--- src/rtl/fetch_stage.sv ---
// Instruction-fetch front end: owns the PC, issues stall-tolerant reads and queues {pc, word}
// pairs in order for decode. Redirects from execute honour an optional branch delay slot.
//   state   | meaning
//   S_RUN   | sequential fetch at fetch_pc
//   S_DELAY | fetching the delay-slot word at fetch_pc, then jump to saved_target
//   S_DRAIN | stalled request for a discarded address; drop its data, then jump to saved_target
module fetch_stage #(
    parameter int          ADDR_W       = 32,
    parameter logic [31:0] RESET_VECTOR = 32'hBFC00000,
    parameter int          FIFO_DEPTH   = 2,
    parameter int          DELAY_SLOT   = 1
) (
    input  logic              clk,
    input  logic              reset,
    output logic [ADDR_W-1:0] instr_read_addr,
    output logic              instr_read,
    input  logic              instr_waitrequest,
    input  logic [31:0]       instr_read_data,
    output logic              out_valid,
    input  logic              out_ready,
    output logic [31:0]       out_instr,
    output logic [ADDR_W-1:0] out_pc,
    output logic [5:0]        instruction_opcode,
    output logic [4:0]        rs,
    output logic [4:0]        rt,
    output logic [4:0]        rd,
    output logic [4:0]        shamt,
    output logic [5:0]        func_code,
    output logic [15:0]       alu_immediate,
    input  logic              redirect_valid,
    input  logic [ADDR_W-1:0] redirect_target
);
    localparam int PTR_W = (FIFO_DEPTH > 1) ? $clog2(FIFO_DEPTH) : 1;
    localparam int CNT_W = PTR_W + 1;
    localparam logic [PTR_W-1:0]  PTR_ONE    = PTR_W'(1);
    localparam logic [CNT_W-1:0]  CNT_ONE    = CNT_W'(1);
    localparam logic [CNT_W-1:0]  DEPTH_C    = CNT_W'(FIFO_DEPTH);
    localparam logic [ADDR_W-1:0] PC_STEP    = ADDR_W'(4);
    localparam logic [ADDR_W-1:0] RST_PC     = ADDR_W'(RESET_VECTOR);
    localparam logic [ADDR_W-1:0] ALIGN_MASK = ~ADDR_W'(3);

    typedef enum logic [1:0] {S_RUN, S_DELAY, S_DRAIN} state_t;

    state_t            state, state_n;
    logic [ADDR_W-1:0] fetch_pc, fetch_pc_n;
    logic [ADDR_W-1:0] saved_target, saved_n;
    logic              stalled_q;
    logic [PTR_W-1:0]  rd_ptr, rd_ptr_n, wr_ptr, wr_ptr_n;
    logic [CNT_W-1:0]  count, count_n;
    logic [31:0]       fifo_instr [FIFO_DEPTH];
    logic [ADDR_W-1:0] fifo_pc    [FIFO_DEPTH];

    logic              accept, stalled_now, pop, redirect;
    logic              push, trim, flush;
    logic [ADDR_W-1:0] target_al;

    always_ff @(posedge clk or posedge reset) begin
        if (reset) begin
            state        <= S_RUN;
            fetch_pc     <= RST_PC;
            saved_target <= RST_PC;
            stalled_q    <= 1'b0;
            rd_ptr       <= '0;
            wr_ptr       <= '0;
            count        <= '0;
            for (int i = 0; i < FIFO_DEPTH; i++) begin
                fifo_instr[i] <= '0;
                fifo_pc[i]    <= '0;
            end
        end else begin
            state        <= state_n;
            fetch_pc     <= fetch_pc_n;
            saved_target <= saved_n;
            stalled_q    <= stalled_now;
            rd_ptr       <= rd_ptr_n;
            wr_ptr       <= wr_ptr_n;
            count        <= count_n;
            if (push) begin
                fifo_instr[wr_ptr] <= instr_read_data;
                fifo_pc[wr_ptr]    <= fetch_pc;
            end
        end
    end

    always_comb begin
        state_n    = state;
        fetch_pc_n = fetch_pc;
        saved_n    = saved_target;
        push       = 1'b0;
        trim       = 1'b0;
        flush      = 1'b0;
        if (redirect) begin
            saved_n = target_al;
            if (DELAY_SLOT == 0) begin
                flush = 1'b1;
                if (stalled_now) begin
                    state_n = S_DRAIN;
                end else begin
                    fetch_pc_n = target_al;
                    state_n    = S_RUN;
                end
            end else if (state == S_RUN && count == CNT_ONE) begin
                // FIFO empties on this pop, so the word in flight is the delay slot.
                if (accept) begin
                    push       = 1'b1;
                    fetch_pc_n = target_al;
                end else begin
                    state_n = S_DELAY;
                end
            end else begin
                trim = 1'b1;
                if (stalled_now) begin
                    state_n = S_DRAIN;
                end else begin
                    fetch_pc_n = target_al;
                    state_n    = S_RUN;
                end
            end
        end else if (accept) begin
            case (state)
                S_RUN: begin
                    push       = 1'b1;
                    fetch_pc_n = fetch_pc + PC_STEP;
                end
                S_DELAY: begin
                    push       = 1'b1;
                    fetch_pc_n = saved_target;
                    state_n    = S_RUN;
                end
                default: begin
                    fetch_pc_n = saved_target;
                    state_n    = S_RUN;
                end
            endcase
        end

        rd_ptr_n = pop  ? rd_ptr + PTR_ONE : rd_ptr;
        wr_ptr_n = push ? wr_ptr + PTR_ONE : wr_ptr;
        count_n  = count + CNT_W'(push) - CNT_W'(pop);
        if (flush) begin
            rd_ptr_n = wr_ptr;
            count_n  = '0;
        end else if (trim) begin
            if (count > CNT_ONE) begin
                wr_ptr_n = rd_ptr_n + PTR_ONE;
                count_n  = CNT_ONE;
            end else begin
                wr_ptr_n = rd_ptr_n;
                count_n  = '0;
            end
        end
    end

    always_comb begin
        instr_read         = ~reset & (stalled_q | (count < DEPTH_C));
        instr_read_addr    = fetch_pc;
        accept             = instr_read & ~instr_waitrequest;
        stalled_now        = instr_read & instr_waitrequest;
        out_valid          = (count != '0);
        pop                = out_valid & out_ready;
        redirect           = redirect_valid & pop;
        target_al          = redirect_target & ALIGN_MASK;
        out_instr          = fifo_instr[rd_ptr];
        out_pc             = fifo_pc[rd_ptr];
        instruction_opcode = out_instr[31:26];
        rs                 = out_instr[25:21];
        rt                 = out_instr[20:16];
        rd                 = out_instr[15:11];
        shamt              = out_instr[10:6];
        func_code          = out_instr[5:0];
        alu_immediate      = out_instr[15:0];
    end
endmodule

--- config.mk ---
export PLATFORM = sky130hd
export DESIGN_NAME = fetch_stage
export DESIGN_NICKNAME = d
export VERILOG_FILES = /design/src/rtl/fetch_stage.sv
export SDC_FILE = /design/constraint.sdc
export NUM_CORES = 1
export LEC_CHECK = 0
export CORE_ASPECT_RATIO = 1.5
export CORE_MARGIN = 10
export CORE_UTILIZATION = 40
export DETAILED_ROUTE_END_ITERATION = 8
export PLACE_DENSITY_LB_ADDON = 0.1
export REMOVE_ABC_BUFFERS = 1
export SLEW_MARGIN = 20
export SYNTH_ARGS = -nofsm -noshare
export SYNTH_HDL_FRONTEND = slang
export SYNTH_SLANG_ARGS = --single-unit
--- constraint.sdc ---
create_clock -name clk -period 9.15 [get_ports clk]
set_input_delay 1.83 -clock clk [delete_from_list [all_inputs] [get_ports clk]]
set_output_delay 1.83 -clock clk [all_outputs]
set_load 0.005 [all_outputs]
# After elaboration in Yosys (flattened, before gate mapping)
# Cells that the tools add are included.
[word_totals]
ff_bits = 197
latch_bits = 0
ram_bits = 0
mem_bits_ro = 0
inputBits = 69
output_inout_bits = 146
word_cells = 82
mem_count = 0
[classes]
addsub = 6
multipliers = 0
div_mod_pow = 0
magnitude_cmp = 5
eq_ne = 6
n_shift = 0
muxes = 35
bitwise_logic = 10
reduce_logical = 9
[ops]
columns = ["op", "count"]
rows = [
  ["32-bit 2-to-1 mux", 13],
  ["64-bit bitwise mux", 2],
  ["32-bit by 3-bit adder with 32-bit output, second input constant", 1],
  ["32-bit demux with 1-bit select", 1],
  ["2-bit 2-to-1 mux", 7],
  ["1-bit 2-to-1 mux", 12],
  ["3-bit AND reduction", 2],
  ["2-bit nonzero test", 3],
  ["1-bit bitwise AND", 5],
  ["2-bit by 1-bit == test with 1-bit output, second input constant", 2],
  ["2-bit >= comparator, second input constant", 2],
  ["2-bit != test, second input constant", 2],
  ["1-bit NOT with 2-bit output", 2],
  ["1-bit adder, second input constant", 3],
  ["3-bit by 2-bit != test with 1-bit output, second input constant", 1],
  ["3-bit != test, second input constant", 1],
  ["2-bit by 1-bit adder with 2-bit output", 1],
  ["2-bit by 1-bit greater-than comparator with 1-bit output, second input constant", 1],
  ["1-bit logical AND", 2],
  ["2-bit logical NOT", 1],
  ["2-bit by 1-bit less-than comparator with 1-bit output, second input constant", 1],
  ["2-bit less-than comparator, second input constant", 1],
  ["1-bit NOT", 2],
  ["2-bit OR reduction", 1],
  ["other kinds (2)", 2],
]

# Depth between registers and ports, before layout
# Gate-level depths: netlist (run 1).
[depth]
word_depth = 10
ltp_mapped = 11
depth_no_buf = 10

# Worst setup path before layout (run 1)
# No wires, ideal clock.
[synth_timing]
kind = "input port to output port"
from = "input reset"
to = "output instr_read"
arrival_time_ps = 2049
t_required_ps = 7320
slack_ps = 5271
cell_stages = 1
path_buffers = 0
path_cell_list = "nor2_1"
[synth_between]
elab_chain_len = 2
[synth_lines]
columns = ["element", "line_no", "source"]
rows = [
  ["start: declaration", "14", "input logic reset,"],
  ["1-bit NOT", "155", "instr_read = ~reset & (stalled_q | (count < DEPTH_C));"],
  ["1-bit bitwise AND", "155", ""],
  ["end: declaration", "16", "output logic instr_read,"],
]
# No other way between the ends.

# Worst setup path in the final report (run 1)
# Ends and elaborated chain as after synthesis.

==> run summary, run 1 <==
fraction of synthesized cell area in xor and xnor cells - 0.0147
number of flip-flops and latches in the synthesized netlist - 191
Boundary Pins - 215
clock sink total - 191
maximum single-stage delay on the critical path - 0.58 ns
global-route track usage on met3 - 0.0420
slowest stage cell on the critical path - sky130_fd_sc_hd__clkdlybuf4s50_1
worst IR drop on VDD - 0.160 mV
most instantiated flip-flop cell in the synthesis netlist - sky130_fd_sc_hd__dfrtp_1
fraction of the mapped netlist area in compound gates - 0.0770
row count - 69
global-route wire length before repair - 38700 um
total of cells resized after clock tree synthesis - 0
post-layout minimum cycle time - 5.18 ns
Yosys warnings - 0
residual antenna-violating net count after detailed routing - 0
HPWL after detailed placement - 16100 um
cell with the most instances after synthesis - sky130_fd_sc_hd__mux2_2
startpoint type of the worst setup path - primary input
class of the most critical setup path - in2out
area of the die - 0.0305 sq mm
Routed WL - 23900 um
remaining design rule violation count - 0
pin count of the biggest net entering global routing - 140
Simple-Gate Fraction of Synth Area - 0.105
fraction of layout instances using a drive strength above 1 - 0.258
setup_tns - 0 ns
crit share post-route - 0.566
vias after detailed routing - 6619
mux cell area share after synthesis - 0.229
number of vias per cell after detailed routing - 5.12
worst path arrival time - 3.35 ns
iteration count of the initial detailed-routing pass - 4
buffer type at the clock tree root - sky130_fd_sc_hd__clkbuf_16
area share of the largest cell type after synthesis - 0.455
final cell count without fillers - 1292
clk buf depth - 2
M2 GR Usage - 0.270
count of routing violations after the opening detailed-route iteration - 271
Final Hold Viols - 0
relative area change from synthesis to final layout - 27.1%
CP top delay family - buffers and inverters
category of the worst setup path capture point - primary output
total count of max-transition violations in the final report - 0
number of diodes - 0
flop-to-flop setup slack - 5.68 ns
post-synthesis cell count - 820
area of all placed cells without fillers - 0.0121 sq mm
main area contributors after synthesis - sky130_fd_sc_hd__dfrtp_1, sky130_fd_sc_hd__mux2_2, sky130_fd_sc_hd__dfstp_2
H-Tree Depth - 4
final hold slack - 0.459 ns
most frequent cells after synthesis - sky130_fd_sc_hd__mux2_2, sky130_fd_sc_hd__dfrtp_1, sky130_fd_sc_hd__nand2_1
maximum clock rate - 0.193 GHz
remaining max-slew budget at the tightest pin - 0.315
Die Span Y - 209 um
RSZ-0062 raised after global routing - false
most used cell along the critical path - sky130_fd_sc_hd__clkdlybuf4s50_1
pre-CTS setup slack - 3.87 ns
number of buffers created by CTS - 17
main combinational cell family by area after synthesis - multiplexers
Skew-Pair Late Insertion Delay - 0.43 ns
share of the core filled with cells in the final layout - 0.513
clock tree from TritonCTS - yes
post-synthesis share of cell area spent on full adders, half adders and majority gates - 0.00395
placed instance count - 1260
actual slew at the worst max-slew pin - 1.02 ns
starting utilization of the core area - 0.403
GRT met1 Usage - 0.186
number of distinct library cells after synthesis - 64
number of antenna violations at the first check in global routing - 0
Mapped Area - 0.00951 sq mm
cell area power density - 367 mW/mm^2
fill cell instance count of the final layout - 2178
placed instance area - 0.0115 sq mm
worst min-delay path category - reg2reg
postcts setup bufs - 0
data required time at the worst endpoint - 7.32 ns
total power - 4.43 mW
number of buffers inserted by port buffering - 208
leakage power - 5.07 nW
Final WS setup - 3.97 ns
critical path buffer and inverter count - 2
worst-path cell chain - clkdlybuf4s50_1 -> nor2_1 -> clkdlybuf4s50_1
Syn Area/Cell - 11.6 sq um
via count of the first global-routing pass - 6991
number of maximum-capacitance constraint violations - 0
run status - complete, no violations
clock transition time at the flip-flop clock pins of the worst setup and hold paths - 0.07 ns
Congestion Overflow GR - 0
clock tree skew after final layout - 0.0112 ns
combined global-route utilization of all metal layers - 0.157
fin nets - 1032
Post-synth EDFFs - 0
detail-routed net length per standard cell - 18.5 um
proportion of synthesized chip area in sequential cells - 0.505
count of endpoints failing setup in the final report - 0
share of flip-flops with an asynchronous set or reset - 1.00
final weighted congestion in routability-driven placement - 0.759
core area - 0.0236 sq mm
total of hold buffers inserted after clock tree synthesis - 0
Die X - 146 um
cell taking the most area after synthesis - sky130_fd_sc_hd__dfrtp_1
Top Usage Layer GRT - met2
crit-path max FO - 5
[metal layers]
layer | part of all wire | routed length, um
met2 | 0.51 | 12100
met1 | 0.42 | 10100
met3 | 0.059 | 1420
met5 | 0 | 0
met4 | 0.010 | 250
[placed cells by master (no fill, tap or decap), types with 4 or more instances in the layout]
| cell | count |
|---|---|
| sky130_fd_sc_hd__clkdlybuf4s50_1 | 208 |
| sky130_fd_sc_hd__mux2_2 | 176 |
| sky130_fd_sc_hd__dfrtp_1 | 172 |
| sky130_fd_sc_hd__nand2_1 | 104 |
| sky130_fd_sc_hd__o21ai_0 | 28 |
| sky130_fd_sc_hd__nor2_1 | 26 |
| sky130_fd_sc_hd__nand3_1 | 20 |
| sky130_fd_sc_hd__dfstp_2 | 18 |
| sky130_fd_sc_hd__clkbuf_16 | 17 |
| sky130_fd_sc_hd__a21oi_1 | 14 |
| sky130_fd_sc_hd__a31oi_1 | 11 |
| sky130_fd_sc_hd__o211ai_1 | 10 |
| sky130_fd_sc_hd__and2_1 | 10 |
| sky130_fd_sc_hd__mux2_1 | 10 |
| sky130_fd_sc_hd__xnor2_1 | 9 |
| sky130_fd_sc_hd__mux2i_1 | 8 |
| sky130_fd_sc_hd__buf_4 | 8 |
| sky130_fd_sc_hd__xor2_1 | 7 |
| sky130_fd_sc_hd__nor3_1 | 7 |
| sky130_fd_sc_hd__nand4_1 | 7 |
| sky130_fd_sc_hd__a22oi_1 | 6 |
| sky130_fd_sc_hd__a21o_1 | 6 |
| sky130_fd_sc_hd__clkinv_2 | 6 |
| sky130_fd_sc_hd__inv_1 | 4 |
| sky130_fd_sc_hd__a22o_1 | 4 |
| sky130_fd_sc_hd__a2bb2oi_1 | 4 |
| sky130_fd_sc_hd__conb_1 | 4 |
[sequential cells by signal (all words and copies together), names as in the netlist]
register         flops
stalled_q            1
count                2
state                2
fifo_instr          64
wr_ptr               1
fifo_pc             60
saved_target        30
instr_read_addr     30
rd_ptr               1
[kinds of logic (layout without fill, tap and decap cells)]
family | count (synthesis) | after routing
buffers and inverters | 104 | 254
xor gates and xnor gates | 16 | 16
other | 1 | 4
and+or+nand+nor | 203 | 203
adders and majority gates | 3 | 3
AOI/OAI and AO/OA | 108 | 108
DFF | 191 | 191
muxes | 194 | 194
[final cells by class]
class	instances	area (sq um)	area share
Multi-Input combinational cell	528	4100	0.340
Clock inverter	12	143	0.0118
Timing Repair Buffer	216	2140	0.177
Inverter	6	30.0	0.00249
Sequential cell	191	4810	0.398
Clock buffer	20	457	0.0378
Tap cell	319	399	0.0330
[path summary, 6_finish.rpt]
check | cells after the start | from | end
worst max register to register | 7 | count[1] | fifo_instr[38]
min in group asynchronous | 2 | reset | fifo_pc[13]
worst max-delay path | 3 | reset | instr_read
worst min register to register | 2 | saved_target[26] | saved_target[26]
max in group asynchronous | 3 | reset | fifo_pc[48]
worst min-delay path | 2 | saved_target[26] | saved_target[26]
[where the power goes]
group          switching, mW  internal [mW]
clock                  0.323          0.442
combinational          0.711           1.31
sequential             0.369           1.28
total                   1.40           3.03
[worst reg2reg max path, stage by stage (launching register included)]
cell	delay, ns
sky130_fd_sc_hd__dfrtp_1	0.53
sky130_fd_sc_hd__nor2b_1	0.24
sky130_fd_sc_hd__or3_1	0.48
sky130_fd_sc_hd__nor3_4	0.29
sky130_fd_sc_hd__inv_2	0.09
sky130_fd_sc_hd__nor2_4	0.68
sky130_fd_sc_hd__buf_4	0.61
sky130_fd_sc_hd__mux2_2	0.43
Power figures use the tool's default switching activity.
==> run 2, diff against run 1 <==
- clock period: 9.15 -> 4.8 ns (I/O delays scaled with it)
==> run 2 against run 1 <==
Net effect: total power up 91%; clock skew shrank 0.0014 ns; critical path type unchanged; final cell count up 0.23%; sequential share of layout area shrank 0.16 points; clock power up 94%; cell area rose by 0.41%; worst setup slack got worse by 2.6 ns; core utilization is 0.21 points higher; global-route usage barely moved; first-iteration DRC count is 3.0% higher; clock-buffer cell count is 3 higher.
==> run summary, run 2 (same netlist as run 1, synthesis figures left out) <==
startpoint of the most critical hold path - saved_target[26]
actual slew at the worst max-slew pin - 1.06 ns (+0.0429 ns)
class of the most critical setup path - in2out
fin nets - 1034 (+0.19%)
fraction of layout instances using a drive strength above 1 - 0.258 (+0.000496)
Boundary Pins - 215 (unchanged)
GRT met1 Usage - 0.188 (+0.00228)
register with the most flip-flops - fifo_instr
Regs by FF count - fifo_instr: 64 flops, fifo_pc: 60 flops
combined global-route utilization of all metal layers - 0.157 (+0.000255)
final weighted congestion in routability-driven placement - 0.768 (+1.1%)
global-route track usage on met3 - 0.0433 (+0.00130)
area of the die - 0.0305 sq mm (unchanged)
total of cells resized after clock tree synthesis - 0 (unchanged)
share of the core filled with cells in the final layout - 0.515 (+0.00212)
clock tree skew after final layout - 0.00977 ns (-0.00138 ns)
Hold Path Sink - saved_target[26]
postcts setup bufs - 0 (unchanged)
H-Tree Depth - 4 (unchanged)
buffer type at the clock tree root - sky130_fd_sc_hd__clkbuf_16
Skew-Pair Late Insertion Delay - 0.43 ns (about the same)
total of hold buffers inserted after clock tree synthesis - 0 (unchanged)
row count - 69 (unchanged)
M2 GR Usage - 0.264 (-0.00632)
category of the worst setup path capture point - primary output
cell area power density - 699 mW/mm^2 (+90%)
number of buffers created by CTS - 17 (unchanged)
hold depth - 2 (unchanged)
detail-routed net length per standard cell - 18.5 um (-0.29%)
worst min-delay path category - reg2reg
count of endpoints failing setup in the final report - 0 (unchanged)
Top Usage Layer GRT - met2
residual antenna-violating net count after detailed routing - 0 (unchanged)
number of maximum-capacitance constraint violations - 0 (unchanged)
count of cells along the worst register-to-register path - 7 (unchanged)
clock tree from TritonCTS - yes
flop-to-flop setup slack - 2.03 ns (-3.65 ns)
global-route wire length before repair - 38800 um (+0.20%)
number of vias per cell after detailed routing - 5.10 (-0.38%)
core area - 0.0236 sq mm (unchanged)
HPWL after detailed placement - 16200 um (+0.82%)
via count of the first global-routing pass - 7019 (+0.40%)
Die Span Y - 209 um (unchanged)
number of flip-flops under the largest register name - 64 (unchanged)
leakage power - 5.09 nW (+0.38%)
commonest non-fill, non-tap cell in the layout - sky130_fd_sc_hd__clkdlybuf4s50_1
Routed WL - 23900 um (about the same)
Congestion Overflow GR - 0 (unchanged)
Final Hold Viols - 0 (unchanged)
pin count of the biggest net entering global routing - 118 (-16%)
Die X - 146 um (unchanged)
run status - complete, no violations
maximum clock rate - 0.291 GHz
number of buffers inserted by port buffering - 208 (unchanged)
remaining design rule violation count - 0 (unchanged)
total power - 8.47 mW (+91%)
RSZ-0062 raised after global routing - false
relative area change from synthesis to final layout - 27.6%
post-layout minimum cycle time - 3.44 ns
placed instance count - 1262 (+0.16%)
total count of max-transition violations in the final report - 0 (unchanged)
remaining max-slew budget at the tightest pin - 0.286 (-0.0288)
crit share post-route - 0.717
worst IR drop on VDD - 0.308 mV (+92%)
worst path arrival time - 2.48 ns (-0.87 ns)
clock sink total - 191 (unchanged)
starting utilization of the core area - 0.403 (unchanged)
final cell count without fillers - 1295 (+0.23%)
data required time at the worst endpoint - 3.84 ns (-3.48 ns)
count of routing violations after the opening detailed-route iteration - 279 (+3.0%)
vias after detailed routing - 6609 (-0.15%)
number of antenna violations at the first check in global routing - 0 (unchanged)
iteration count of the initial detailed-routing pass - 4 (unchanged)
most frequent cells in the layout - sky130_fd_sc_hd__clkdlybuf4s50_1, sky130_fd_sc_hd__mux2_2, sky130_fd_sc_hd__dfrtp_1, sky130_fd_sc_hd__nand2_1, sky130_fd_sc_hd__o21ai_0
clk buf depth - 2 (unchanged)
Critical R2R Launch - count[1]
crit-path max FO - 5 (unchanged)
startpoint type of the worst setup path - primary input
setup_tns - 0 ns (unchanged)
clock transition time at the flip-flop clock pins of the worst setup and hold paths - 0.06 ns (about the same)
Critical R2R Capture - fifo_instr[60]
[run 2: layer usage]
metal	wire length, um	up-vias
met3	1390	25
met1	10200	3292
li1	-	3127
met4	515	0
met2	11800	165
met5	0	-
[run 2: through the flow]
stage / instance area, sq um / setup WS, ns / hold slack (ns)
2_1_floorplan: 8920 / -1.33 / 0.437
3_3_place_gp: 11500 / 1.10 / 0.444
3_5_place_dp: 11500 / 1.11 / 0.448
4_1_cts: 12100 / 1.30 / 0.458
5_1_grt: 12100 / 1.27 / 0.475
6_report: 12100 / 1.36 / 0.455
[run 2: final cells by class]
type                            instances  area, sq um
Clock buffer                           23          488
Clock inverter                          9          131
Multi-Input combinational cell        528         4100
Fill cell                            2124        11400
Tap cell                              319          399
Antenna cell                            1         2.50
Timing Repair Buffer                  218         2170
Sequential cell                       191         4810
Inverter                                6         30.0
[run 2: where the power goes]
part           total, mW  switching (mW)  leakage [nW]  internal, mW
Sequential          3.13           0.701          2.31          2.43
Clock               1.48           0.604         0.295         0.875
Combinational       3.86            1.36          2.48          2.50
Total               8.47            2.67          5.09          5.81
[run 2: how the worst max path moves through the flow]
| stage | start | to | slack, ns | cells past startpoint |
|---|---|---|---|---|
| after CTS | rd_ptr | out_instr[7] | 1.30 | 2 |
| after global placement | reset | fifo_pc[9] | 1.10 | 5 |
| after floorplan | reset | count[0] | -1.33 | 1 |
| after global routing | rd_ptr | out_instr[4] | 1.27 | 2 |
| final | reset | instr_read | 1.36 | 3 |
| after detailed placement | reset | fifo_instr[28] | 1.11 | 5 |
[run 2: critical path, cell delays in order]
cell and delay (ns):
sky130_fd_sc_hd__clkdlybuf4s50_1 0.55, sky130_fd_sc_hd__nor2_1 0.38, sky130_fd_sc_hd__clkdlybuf4s50_1 0.59
==> RTL edit 1: new RTL, config.mk and constraints of run 1 <==
Make the reset (`reset`) synchronous in one clocked block.
--- a/src/rtl/fetch_stage.sv
+++ b/src/rtl/fetch_stage.sv
@@ -54,7 +54,7 @@
     logic              push, trim, flush;
     logic [ADDR_W-1:0] target_al;
 
-    always_ff @(posedge clk or posedge reset) begin
+    always_ff @(posedge clk) begin
         if (reset) begin
             state        <= S_RUN;
             fetch_pc     <= RST_PC;
Function: differs if reset is asserted again (counterexample within 4 cycles, from zero or initial values and one cycle with reset high); with reset held inactive, the same outputs for 4 cycles.
==> RTL edit 1 against run 1 <==
Sequential cell count did not move. Critical path type unchanged. Final area fell by 2.4%. Area after synthesis fell by 2.0%. Clock skew barely moved. Die area fell by 1.7%. Register-to-register slack got worse by 0.40 ns. Worst setup slack improved by 0.037 ns. Synthesized cell count rose by 5.9%. Highest routed layer unchanged. Wire length rose by 7.0%.
Power is not compared: it rests on default switching activity, and its combinational part moved more than twofold at a synthesized area within 25%.
==> RTL edit 1: results (changes against run 1) <==
The tools report the arrival time reported for the critical path endpoint as 3.31 ns (-0.04 ns). The logs give 25600 um (+7.0%) for the total wirelength of the detailed-routed design and 6908 (+4.4%) for the total number of vias. After synthesis, the cell types taking the most area are sky130_fd_sc_hd__edfxtp_1 (40%), sky130_fd_sc_hd__dfxtp_1 (14%), sky130_fd_sc_hd__mux2_2 (7.5%). The tools report the largest net degree at the start of global routing as 70 (-50%). The placer congestion estimate was 0.815 (+7.3%).

The first-pass GRT wire length was 39000 um (+0.79%); the post-synthesis instance total was 868 (+5.9%). The proportion of synthesized flip-flops having asynchronous set or reset is 0% (-100 points), and the utilization of the core after routing is 51.3% (+0.068 points). The via count normalized by instance count was 5.39 (+5.2%); the maximum fanout along the worst path was 48 (+43). The number of enable flip-flop cells after synthesis works out to 124 (+124). The transition time at the pin with the least slew margin is 0.997 ns (-0.0221 ns). The run gives 11200 um^2 (-2.3%) as the total cell area at the placement stage.

The tools report the worst setup timing slack at the placement stage as 3.51 ns (-0.360 ns). The logs give 2087 (-4.2%) for the filler cell count and 0 (unchanged) for the total setup buffers inserted after CTS. The starting DRC count in detailed routing is 302 (+11%), and the clock tree skew after final layout is 0.0108 ns (-0.000335 ns). The post-cts sizing count was 0 (unchanged); the share of final-layout standard cells stronger than drive strength 1 was 12.4% (-13 points). The run gives 5.28 ns (-0.40 ns) as the setup slack of the worst register-to-register path.

Worst reg2reg path endpoint: fifo_pc[0][31]$_SDFFCE_PN0P_. The worst register-to-register path begins at count[1]$_SDFF_PP0_. The most used flip-flop cell after synthesis was sky130_fd_sc_hd__edfxtp_1. The total placed cells including tap cells is 1250 (-0.79%), and the number of buffers added on ports is 208 (unchanged). The all-layer global routing usage is 16.7% (+1.1 points). The number of nets in the finished design was 1061 (+2.8%); the detailed-router iteration count before antenna repair was 5 (+1). The run finished with clean final reports.
==> RTL edit 1: cell count changes after synthesis, sizes merged, moves of 34 or more <==
cell	delta
dfxtp	+67
dfrtp	-173
and2	+54
clkbuf	+34
mux2	-124
edfxtp	+124
and3	+63
==> RTL edit 1: layout make-up <==
type / instances / share of cell area, %
repair buffers: 218 / 18.3
clock inverters: 14 / 1.21
well taps: 280 / 2.97
flip-flops and latches: 191 / 43.0
multi-input cells: 553 / 30.7
inverters: 8 / 0.255
clock buffers: 18 / 3.64
==> RTL edit 1: how the worst min path moves through the flow <==
| stage | startpoint | end | slack (ns) | cells past startpoint |
|---|---|---|---|---|
| final | saved_target[22]$_SDFFE_PP1P_ | saved_target[22]$_SDFFE_PP1P_ | 0.44 | 2 |
| after global routing | saved_target[25]$_SDFFE_PP1P_ | saved_target[25]$_SDFFE_PP1P_ | 0.46 | 2 |
| after CTS | saved_target[22]$_SDFFE_PP1P_ | saved_target[22]$_SDFFE_PP1P_ | 0.44 | 2 |
| after detailed placement | saved_target[22]$_SDFFE_PP1P_ | saved_target[22]$_SDFFE_PP1P_ | 0.43 | 2 |
| after global placement | saved_target[22]$_SDFFE_PP1P_ | saved_target[22]$_SDFFE_PP1P_ | 0.42 | 2 |
| after floorplan | saved_target[22]$_SDFFE_PP1P_ | saved_target[22]$_SDFFE_PP1P_ | 0.41 | 2 |
==> RTL edit 1: per-layer routing <==
layer / GRT usage [%] / routed length (um) / vias up
li1: - / - / 3333
met1: 20.3 / 11200 / 3370
met2: 28.8 / 12800 / 180
met3: 3.80 / 1380 / 25
met4: 4.92 / 255 / 0
met5: 0 / 0 / -
==> RTL edit 1: cells by family (layout without fill, tap and decap cells) <==
logic type / count (synthesis) / count (layout) / share of synthesized area [%]
AOI/OAI and AO/OA: 158 / 158 / 10.9
DFF: 191 / 191 / 54.4
xor gates and xnor gates: 16 / 16 / 1.50
other: 1 / 4 / 0.0402
muxes: 66 / 66 / 7.92
and+or+nand+nor: 306 / 306 / 17.6
adders and majority gates: 3 / 3 / 0.403
buffers and inverters: 127 / 258 / 7.30
==> RTL edit 1: power groups by stage <==
| stage | Sequential (uW) | Clock (uW) | Combinational (uW) |
|---|---|---|---|
| floorplan | 1130 | 0 | 328 |
| global placement | 1160 | 0 | 793 |
| detailed placement | 1170 | 0 | 796 |
| CTS | 1150 | 752 | 799 |
| global route | 1160 | 786 | 846 |
| finish | 1140 | 735 | 781 |
==> RTL edit 1: critical path, stage by stage <==
cell and delay, ns:
sky130_fd_sc_hd__buf_2 0.09, sky130_fd_sc_hd__buf_4 0.29, sky130_fd_sc_hd__a21oi_1 0.48, sky130_fd_sc_hd__clkdlybuf4s50_1 0.61
==> RTL edit 2: new RTL, settings of run 1 <==
Made on the original files. Change the parameter `FIFO_DEPTH` from 2 to 4.
--- a/src/rtl/fetch_stage.sv
+++ b/src/rtl/fetch_stage.sv
@@ -7,7 +7,7 @@
 module fetch_stage #(
     parameter int          ADDR_W       = 32,
     parameter logic [31:0] RESET_VECTOR = 32'hBFC00000,
-    parameter int          FIFO_DEPTH   = 2,
+    parameter int          FIFO_DEPTH   = 4,
     parameter int          DELAY_SLOT   = 1
 ) (
     input  logic              clk,
Behaviour: not the same (Yosys sat finds a counterexample within 4 cycles, from zero or initial values and one cycle with reset high).
==> RTL edit 2 against run 1 <==
Final cell count up 37%. Area after synthesis up 60%. Final area up 52%. Non-clock buffer count rose by 6. Total power increased by 59%. Worst setup slack worse by 0.0059 ns. Via count is 43% higher. Wire length grew 57%. Sequential cell count grew 127. Critical path type unchanged.
==> RTL edit 2: results (changes against run 1) <==
The tools report the number of nets in the finished design as 1340 (+30%). The cell sitting at the root of the clock tree is a sky130_fd_sc_hd__clkbuf_16. The maximum VDD drop was 0.000166 V (+3.5%). The number of global-route vias before repair came out at 10200 (+46%). The accumulated negative setup slack was 0 ns (unchanged).

The worst register-to-register path begins at count[1]$_DFF_PP0_. The maximum fanout along the worst path was 6 (+1); the total cell area at the placement stage was 17200 um^2 (+50%). Clock tree skew after final layout: 0.0199 ns (+0.00872 ns). In the synthesized netlist, the cells that appear most often are sky130_fd_sc_hd__dfrtp_1 (300), sky130_fd_sc_hd__mux2_2 (219), sky130_fd_sc_hd__nand2_1 (110). For the total wirelength of the detailed-routed design, the log shows 37700 um (+57%).

The run finished with clean final reports. The logs give 16.2% (+0.52 points) for the all-layer global routing usage and 121 (-14%) for the largest net degree at the start of global routing. In the final layout, the registers with the most flip-flops are fifo_instr (128), fifo_pc (120). The number of levels the H-tree was split into came out at 2 (-2). The share of final-layout standard cells stronger than drive strength 1 is 30.1% (+4.3 points), and the count of cell types in the netlist is 68 (+6.3%). The width of the chip was 179 um (+23%).

In this run the worst setup path begins at reset. The critical path's largest stage delay came out at 0.60 ns (+0.02 ns). For the first-pass GRT wire length, the log shows 59000 um (+53%). The startpoint identified for the worst hold timing path is saved_target[27]$_DFFE_PP1P_. The tools report the maximum buffer depth of the clock tree as 3 (+1). For the starting DRC count in detailed routing, the log shows 435 (+61%).

The clock insertion delay at the later pin of the skew report was 0.52 ns (+0.09 ns); the number of buffers added on ports was 208 (unchanged). For the leakage component of the power, the log shows 0.00788 uW (+56%). The CTS buffer count came out at 34 (+17). The clock edge transition at the registers on the reported setup and hold paths works out to 0.06 ns. The run gives 23900 um (+48%) as the placed wire-length estimate. In the post-synthesis netlist, the biggest area contributors are sky130_fd_sc_hd__dfrtp_1 (50%), sky130_fd_sc_hd__mux2_2 (16%), sky130_fd_sc_hd__mux4_2 (9.2%).

The run gives 0.751 (-1.2%) as the placer congestion estimate. The transition time at the pin with the least slew margin is 0.995 ns (-0.0234 ns). Worst setup timing slack at the placement stage: 3.98 ns (+0.108 ns). The logs give 9460 (+43%) for the total number of vias and 52.6% (+2.1 points) for the sequential share of the synthesized area.
[RTL edit 2: power by group]
group | leakage (uW) | total, uW | switching [uW] | internal (uW)
Sequential | 0.00389 | 2640 | 554 | 2090
Combinational | 0.00345 | 3020 | 1090 | 1930
Clock | 0.000540 | 1370 | 570 | 798
Total | 0.00788 | 7030 | 2210 | 4820
[RTL edit 2: cells by family after synthesis]
family,Yosys count,share of synthesized area (%)
other,1,0.0247
muxes,318,28.2
AOI/OAI and AO/OA,104,4.78
and+or+nand+nor,220,7.08
buffers and inverters,148,5.58
DFF,318,52.6
adders and majority gates,10,0.875
xor gates and xnor gates,15,0.867
[RTL edit 2: cell type report]
class                   instances  area, um^2
flip-flops and latches        318        7990
clock buffers                  49        1010
clock inverters                10        81.3
fillers                      3375       19200
well taps                     489         612
multi-input cells             671        6380
repair buffers                222        2210
inverters                      14        60.1
[RTL edit 2: final timing paths]
kind / end / slack [ns] / cells past startpoint
max in group asynchronous: fifo_instr[69]$_DFFE_PP0P_ / 5.54 / 3
min in group asynchronous: stalled_q$_DFF_PP0_ / 2.02 / 2
min reg2reg: saved_target[27]$_DFFE_PP1P_ / 0.46 / 2
max reg2reg: fifo_instr[15]$_DFFE_PP0P_ / 5.76 / 7
max: instr_read / 3.97 / 3
min: saved_target[27]$_DFFE_PP1P_ / 0.46 / 2
[RTL edit 2: metrics by stage]
step                      util (%)  std cells
after detailed placement      45.9       1713
final                         48.8       1773
after CTS                     48.8       1772
after global routing          48.8       1773
after floorplan                  -       1003
after global placement        45.9       1713
[RTL edit 2: layer usage]
layer | vias up | GRT usage [%] | part of all wire [%]
li1 | 4301 | - | -
met4 | 0 | 4.51 | 1.9
met3 | 40 | 2.72 | 4.7
met5 | - | 0 | 0
met2 | 183 | 28.5 | 52
met1 | 4936 | 19.8 | 42
